**config.mk**
```make
export PLATFORM = sky130hd
export DESIGN_NAME = seq_step_ctrl
export DESIGN_NICKNAME = d
export VERILOG_FILES = /design/src/rtl/seq_pkg.sv /design/src/rtl/seq_dwell_cnt.sv /design/src/rtl/seq_step_ctrl.sv
export SDC_FILE = /design/constraint.sdc
export NUM_CORES = 1
export LEC_CHECK = 0
export ABC_AREA = 0
export CAP_MARGIN = 20
export CORE_MARGIN = 8
export CORE_UTILIZATION = 35
export CTS_BUF_LIST = sky130_fd_sc_hd__clkbuf_16
export DETAILED_ROUTE_END_ITERATION = 8
export HOLD_SLACK_MARGIN = 0.02
export SLEW_MARGIN = 10
export SYNTH_ARGS = -nofsm -noshare
export SYNTH_HDL_FRONTEND = slang
export SYNTH_SLANG_ARGS = --single-unit
```
**constraint.sdc**
```tcl
create_clock -name clk -period 1.9 [get_ports clk]
set_input_delay 0.285 -clock clk [delete_from_list [all_inputs] [get_ports clk]]
set_output_delay 0.285 -clock clk [all_outputs]
set_load 0.02 [all_outputs]
```
**src/rtl/seq_pkg.sv**
```systemverilog
// Shared types and constants for the step-sequence run controller.
// Index width is fixed by the 8-state generator.
package seq_pkg;

  localparam int SEQ_LEN = 8;
  localparam int IDX_W   = 3;

  typedef enum logic [2:0] {
    IDLE   = 3'd0,
    CLEAR  = 3'd1,
    RUN    = 3'd2,
    PAUSE  = 3'd3,
    FINISH = 3'd4
  } state_t;

endpackage

```
**src/rtl/seq_dwell_cnt.sv**
```systemverilog
// Loadable dwell down-counter: reloads on zero while running,
// holds its value while not running.
module seq_dwell_cnt #(
  parameter int DWELL_W = 8
) (
  input  logic               clk,
  input  logic               rst,
  input  logic               load,
  input  logic [DWELL_W-1:0] load_val,
  input  logic               run,
  input  logic [DWELL_W-1:0] reload_val,
  output logic               zero
);

  logic [DWELL_W-1:0] cnt_q;

  always_ff @(posedge clk or negedge rst) begin
    if (!rst) begin
      cnt_q <= '0;
    end else if (load) begin
      cnt_q <= load_val;
    end else if (run) begin
      if (cnt_q == '0) cnt_q <= reload_val;
      else             cnt_q <= cnt_q - DWELL_W'(1);
    end
  end

  assign zero = (cnt_q == '0);

endmodule

```
**src/rtl/seq_step_ctrl.sv**
```systemverilog
// Run controller for the 8-state step-sequence generator:
// clear/advance pulses, dwell timing, loop counting, pause/step.
module seq_step_ctrl
  import seq_pkg::*;
#(
  parameter int DWELL_W = 8,
  parameter int LOOP_W  = 4
) (
  input  logic               clk,
  input  logic               rst,
  input  logic               start,
  input  logic               stop,
  input  logic               step_req,
  input  logic [DWELL_W-1:0] dwell,
  input  logic [LOOP_W-1:0]  loops,
  output logic               seq_clr,
  output logic               seq_en,
  output logic [IDX_W-1:0]   pos,
  output logic [LOOP_W-1:0]  loop_cnt,
  output logic               busy,
  output logic               done
);

  localparam logic [IDX_W-1:0] LAST = IDX_W'(SEQ_LEN - 1);

  state_t             state_q, state_d;
  logic [DWELL_W-1:0] dwell_q;
  logic [LOOP_W-1:0]  loops_q;
  logic [LOOP_W-1:0]  loop_next;
  logic               step_q;
  logic               cnt_zero;
  logic               wrap;
  logic               last_loop;

  seq_dwell_cnt #(.DWELL_W(DWELL_W)) u_cnt (
    .clk        (clk),
    .rst        (rst),
    .load       (state_q == CLEAR),
    .load_val   (dwell),
    .run        (state_q == RUN),
    .reload_val (dwell_q),
    .zero       (cnt_zero)
  );

  assign seq_en = (state_q == RUN && cnt_zero)
               || (state_q == PAUSE && step_q);
  assign seq_clr = (state_q == CLEAR);
  assign done    = (state_q == FINISH);
  assign busy    = (state_q == CLEAR)
                || (state_q == RUN)
                || (state_q == PAUSE);

  assign wrap      = seq_en && (pos == LAST);
  assign loop_next = (&loop_cnt) ? loop_cnt
                                 : loop_cnt + LOOP_W'(1);
  assign last_loop = wrap && (loops_q != '0)
                  && (loop_next == loops_q);

  always_comb begin
    state_d = state_q;
    unique case (state_q)
      IDLE:   if (start) state_d = CLEAR;
      CLEAR:  state_d = RUN;
      RUN: begin
        if (last_loop) state_d = FINISH;
        else if (stop) state_d = PAUSE;
      end
      PAUSE: begin
        if (last_loop)  state_d = FINISH;
        else if (stop)  state_d = IDLE;
        else if (start) state_d = RUN;
      end
      FINISH: state_d = IDLE;
      default: state_d = IDLE;
    endcase
  end

  always_ff @(posedge clk or negedge rst) begin
    if (!rst) state_q <= IDLE;
    else      state_q <= state_d;
  end

  // Flag self-clears after its pulse, so a held request steps every 2 cycles
  always_ff @(posedge clk or negedge rst) begin
    if (!rst) begin
      step_q <= 1'b0;
    end else if (state_q != PAUSE || step_q) begin
      step_q <= 1'b0;
    end else if (step_req && !stop && !start) begin
      step_q <= 1'b1;
    end
  end

  always_ff @(posedge clk or negedge rst) begin
    if (!rst) begin
      dwell_q <= '0;
      loops_q <= '0;
    end else if (state_q == CLEAR) begin
      dwell_q <= dwell;
      loops_q <= loops;
    end
  end

  always_ff @(posedge clk or negedge rst) begin
    if (!rst) begin
      pos      <= '0;
      loop_cnt <= '0;
    end else if (state_q == CLEAR) begin
      pos      <= '0;
      loop_cnt <= '0;
    end else if (seq_en) begin
      pos <= wrap ? '0 : pos + IDX_W'(1);
      if (wrap) loop_cnt <= loop_next;
    end
  end

endmodule

```
# Yosys cells after proc, flatten, opt, wreduce, memory -nomap -nowiden
# Index checks and enable logic that the tools add are counted.
# word_totals
out_inout_bits	11
register_bits	31
wordCells	62
# classes
muxes	19
eq_ne	10
add_sub_neg	3
reduce_logical	23
# ops
operator	n
$mux 3	9
$mux 8	3
$mux 4	4
$pmux 3 s4	1
$logic_not 8->1	1
$reduce_bool 2->1	4
$sub 8x1->8 const B	1
$logic_and 1x1->1	7
$eq 3x2->1 const B	2
$eq 3x3->1 const B	2
$add 4x1->4 const B	1
$eq 4x4->1	1
$logic_or 1x1->1	4
$ne 4x4->1 const B	1
$reduce_and 4->1	1
$reduce_bool 4->1	1
$add 3x1->3 const B	1
$eq 3x1->1 const B	1
$logic_not 3->1	1
$ne 3x2->1 const B	1
$ne 3x3->1 const B	1
$reduce_and 3->1	1
$logic_not 1->1	2
$mux 1	2
2 further kinds	2

# Logic depth before layout (Yosys ltp)
# logic_depth
depth_word	8
depth_mapped	8
ltp_nobuf	7

# By module
# Synthesis repeated with hierarchy kept, for this count alone.
# unflattened
hier_cells	167
area_unflattened_um2	1742.9
# by_module_without_submodules
mod	area_each_um2	cells_each	n_inst	seq_area_each_um2
seq_step_ctrl	1141.1	96	1	575.6
seq_dwell_cnt	601.8	71	1	200.2

# Worst setup path after synthesis
# OpenSTA, ideal clock, no wires.
# synth_path
path_type	register to register
startpoint	reg u_cnt.cnt_q[3]
endpoint	reg state_q[0]
t_arrival_ps	1973
period_less_slack_ps	2100
path_stages_with_launch	7
path_slack_ps	-200
n_path_buf	1
path_cell_list	dfrtp_1 or4_1 buf_2 o41ai_4 and2_2 o2111a_1 a211oi_1
# synth_via
elab_chain_cells	8
# synth_rtl
item	line	text
from (decl)	seq_dwell_cnt.sv:15	logic [DWELL_W-1:0] cnt_q;
from (signal assigned)	seq_dwell_cnt.sv:21	cnt_q <= load_val;
from (signal assigned)	seq_dwell_cnt.sv:23	if (cnt_q == '0) cnt_q <= reload_val;
from (signal assigned)	seq_dwell_cnt.sv:24	else cnt_q <= cnt_q - DWELL_W'(1);
$logic_not 8->1 *	seq_dwell_cnt.sv:28	assign zero = (cnt_q == '0);
$logic_and 1x1->1 *	seq_step_ctrl.sv:45	assign seq_en = (state_q == RUN && cnt_zero)
$logic_or 1x1->1 *	seq_step_ctrl.sv:46	|| (state_q == PAUSE && step_q);
$logic_and 1x1->1 *	seq_step_ctrl.sv:53	assign wrap = seq_en && (pos == LAST);
$logic_and 1x1->1 *	seq_step_ctrl.sv:56	assign last_loop = wrap && (loops_q != '0)
$logic_and 1x1->1 *	seq_step_ctrl.sv:57	&& (loop_next == loops_q);
$ne 4x4->1 (no source line) (tied with other cells)	n/a	
$reduce_and 3->1 (no source line) or $pmux 3 s4 (tied branches)	n/a	
to (signal assigned)	seq_step_ctrl.sv:80	else state_q <= state_d;
to (decl)	seq_step_ctrl.sv:26	state_t state_q, state_d;
# Every way passes the cells marked *; elsewhere a longest branch is shown, timed or not.
# A chain may end at the register's enable or synchronous reset.

# Final worst setup path
# layout_path
startpoint	reg u_cnt.cnt_q[3]
endpoint	out seq_en
# layout_via
elab_chain_cells	3
# layout_rtl
item	line	text
$logic_not 8->1	seq_dwell_cnt.sv:28	
$logic_and 1x1->1	seq_step_ctrl.sv:45	
$logic_or 1x1->1	seq_step_ctrl.sv:46	
to (decl)	seq_step_ctrl.sv:17	output logic seq_en,
# No other way between the ends.

==> flow_summary.json <==
{
  "status": "finished, violations left",
  "violations": "negative setup slack",
  "maxCapViolCount": 0,
  "slew_violations": 0,
  "port_buffers": 27,
  "place_ws_ns": -0.430,
  "ys_warn_count": 0,
  "hold_path.class": "in2async",
  "core_area_um2": 5010,
  "cts_tree": "done",
  "cts_root_buffer": "clkbuf_16",
  "rows": 26,
  "layout_commonest_cell": "nand2_1",
  "p_leak_uw": 0.00122,
  "drt_iter0_drc": 64,
  "setup_ws_ns": -0.172,
  "powerDensity_nw_per_um2": 1380,
  "crit-reg2reg-launch": "u_cnt.cnt_q[3]",
  "grt_overflow_total": 0,
  "ir_drop_uv": 549,
  "rsz0062_at_grt": "yes",
  "tightest_slew_ns": 0.414,
  "synth-edff-count": 0,
  "fin_area_um2": 2620,
  "synth_top_cell_area_share_pct": 43.4,
  "critPathArrivalTime_ns": 1.79,
  "drtAntennaViolNets": 0,
  "relSlewSlack_pct": 72.4,
  "ios": 28,
  "n_antenna_cell": 0,
  "grt_antenna_before_repair": 0,
  "r2r_slack_ns": -0.14,
  "via_per_inst": 4.98,
  "crit_fanout": 2,
  "gp_congestion": 0.801,
  "dpl.cell_count": 322,
  "period_share_pct": 109,
  "start_util_pct": 35.7,
  "clockBufferDepth": 2,
  "crit_type": "reg2out",
  "r2r-end": "u_cnt.cnt_q[0]",
  "avgSynthCellArea_um2": 8.68,
  "die_w_um": 87.5,
  "path_clk_slew_ns": 0.05,
  "hold_viol": 0,
  "timing.hold.ws_ns": 0.411,
  "clock-sinks": 31,
  "synth.area.top_cells": "dfrtp_1 43%, nand2_1 10%, ha_1 3.5%",
  "stdcell_count": 335,
  "startpoint_type": "flop",
  "end_kind": "primary output",
  "grt_pass1_vias": 1770,
  "die_h_um": 87.5,
  "final_cell_mix": "47 x nand2_1, 31 x buf_4, 30 x dfrtp_1",
  "synth_top_area_cell": "dfrtp_1",
  "ys_seq_area_share_pct": 43.4,
  "drive_gt1_share_pct": 25.7,
  "area_growth_pct": 46.3,
  "grt_usage_pct": 13.8,
  "cts-buffers-inserted": 5,
  "cp-endpoint": "seq_en",
  "finalSetupViolations": 13,
  "die_area_um2": 7650,
  "yosysUniqueCellTypes": 46,
  "layout.nets": 286,
  "required_ns": 1.62,
  "drc": 0,
  "period_needed_ns": 2.07,
  "cts_hold_buf": 0,
  "insertion_delay_ns": 0.28,
  "ys_ff_latch": 31,
  "routed_wl_mm": 4.91,
  "grt_pass1_wl_mm": 8.27,
  "place_area_um2": 2330,
  "rr_worst_depth": 6,
  "netlist_area_um2": 1790,
  "synth_top_flop_cell": "dfrtp_1",
  "vias": 1668,
  "syn_nets": 228,
  "critPathLaunch": "u_cnt.cnt_q[3]",
  "first_pass_iters": 4,
  "wire_per_inst_um": 14.6,
  "ys_async_sr_fraction_pct": 100,
  "grt_max_degree": 32,
  "htreeDepth": 2,
  "fin_skew_ns": 0.00509,
  "dp_hpwl_mm": 3.23,
  "timing.fmax_ghz": 0.483,
  "postSynthCellCount": 206
}
## layout make-up
type                    count  area (um^2)
inverters                   7         26.3
fillers                   490         2390
multi-input cells         157         1030
well taps                  70         87.6
clock buffers               5          125
repair buffers             62          549
clock inverters             3         16.3
flip-flops and latches     31          777
## critical path: stages, from the launching register on
cell,delay (ns)
dfrtp_1,0.38
or4_4,0.57
o41ai_4,0.28
nand2_2,0.11
inv_2,0.06
buf_6,0.11
## synthesized netlist by cell type (2+ instances only)
| library cell | instances |
|---|---|
| nor2b_1 | 4 |
| inv_1 | 7 |
| nand4b_1 | 2 |
| clkbuf_1 | 9 |
| a211oi_1 | 3 |
| a21oi_1 | 12 |
| nand2b_1 | 2 |
| o21ai_0 | 10 |
| nand3_1 | 6 |
| nor2_1 | 12 |
| nor4_1 | 2 |
| and4b_1 | 2 |
| nand2_1 | 48 |
| xnor2_1 | 2 |
| dfrtp_1 | 31 |
| ha_1 | 5 |
| mux2i_1 | 3 |
| o211ai_1 | 4 |
| and2_1 | 2 |
| nor3b_1 | 4 |
| or3_1 | 3 |
| xor2_1 | 5 |
| nor3_1 | 5 |
## power by group
part / internal [uW] / switching [uW]
Combinational: 833 / 909
Clock: 477 / 292
Sequential: 909 / 189
Total: 2220 / 1390
## kinds of logic after synthesis
| logic type | share of synthesized area (%) |
|---|---|
| AOI/OAI and AO/OA | 16.6 |
| xor gates and xnor gates | 3.43 |
| adders and majority gates | 3.50 |
| buffers and inverters | 3.85 |
| DFF | 43.4 |
| muxes | 2.31 |
| and+or+nand+nor | 26.9 |
## worst min-delay path by stage
| stage | start | to | slack [ns] | depth (start not counted) |
|---|---|---|---|---|
| 5_1_grt | rst | dwell_q[1] | 0.46 | 2 |
| 4_1_cts | rst | dwell_q[4] | 0.43 | 2 |
| 2_1_floorplan | rst | dwell_q[0] | -0.01 | 0 |
| 6_report | rst | dwell_q[1] | 0.41 | 2 |
| 3_5_place_dp | dwell_q[6] | dwell_q[6] | 0.46 | 2 |
| 3_3_place_gp | dwell_q[5] | dwell_q[5] | 0.46 | 2 |
## repair_timing
item / 4_1_cts / 5_1_grt
setup buffers: 5 / 2
cloned: 0 / 0
endpoints found under the setup margin: 15 / 18
pin swaps: 12 / 11
gates resized for setup: 23 / 14
## stage by stage
step	setup TNS (ns)	total power (uW)	util, %
4_1_cts	-1.97	3520	51.1
6_report	-1.02	3610	52.2
3_5_place_dp	-2.31	2620	46.5
3_3_place_gp	-2.13	2600	46.5
2_1_floorplan	-0.831	2010	-
5_1_grt	-1.69	3890	52.2
## routing by layer
layer  global-route usage, %  wire, um  share of wire (%)
met1                    17.1      2270                 46
met2                    22.0      2260                 46
met3                    5.09       272                5.5
met4                    3.13       113                2.3
met5                       0         0                  0
## sequential cells by signal (all words and copies together), names as in the netlist
| name | cells |
|---|---|
| step_q | 1 |
| loops_q | 4 |
| dwell_q | 8 |
| pos | 3 |
| loop_cnt | 4 |
| state_q | 3 |
| u_cnt.cnt_q | 8 |
Power figures use the tool's default switching activity.
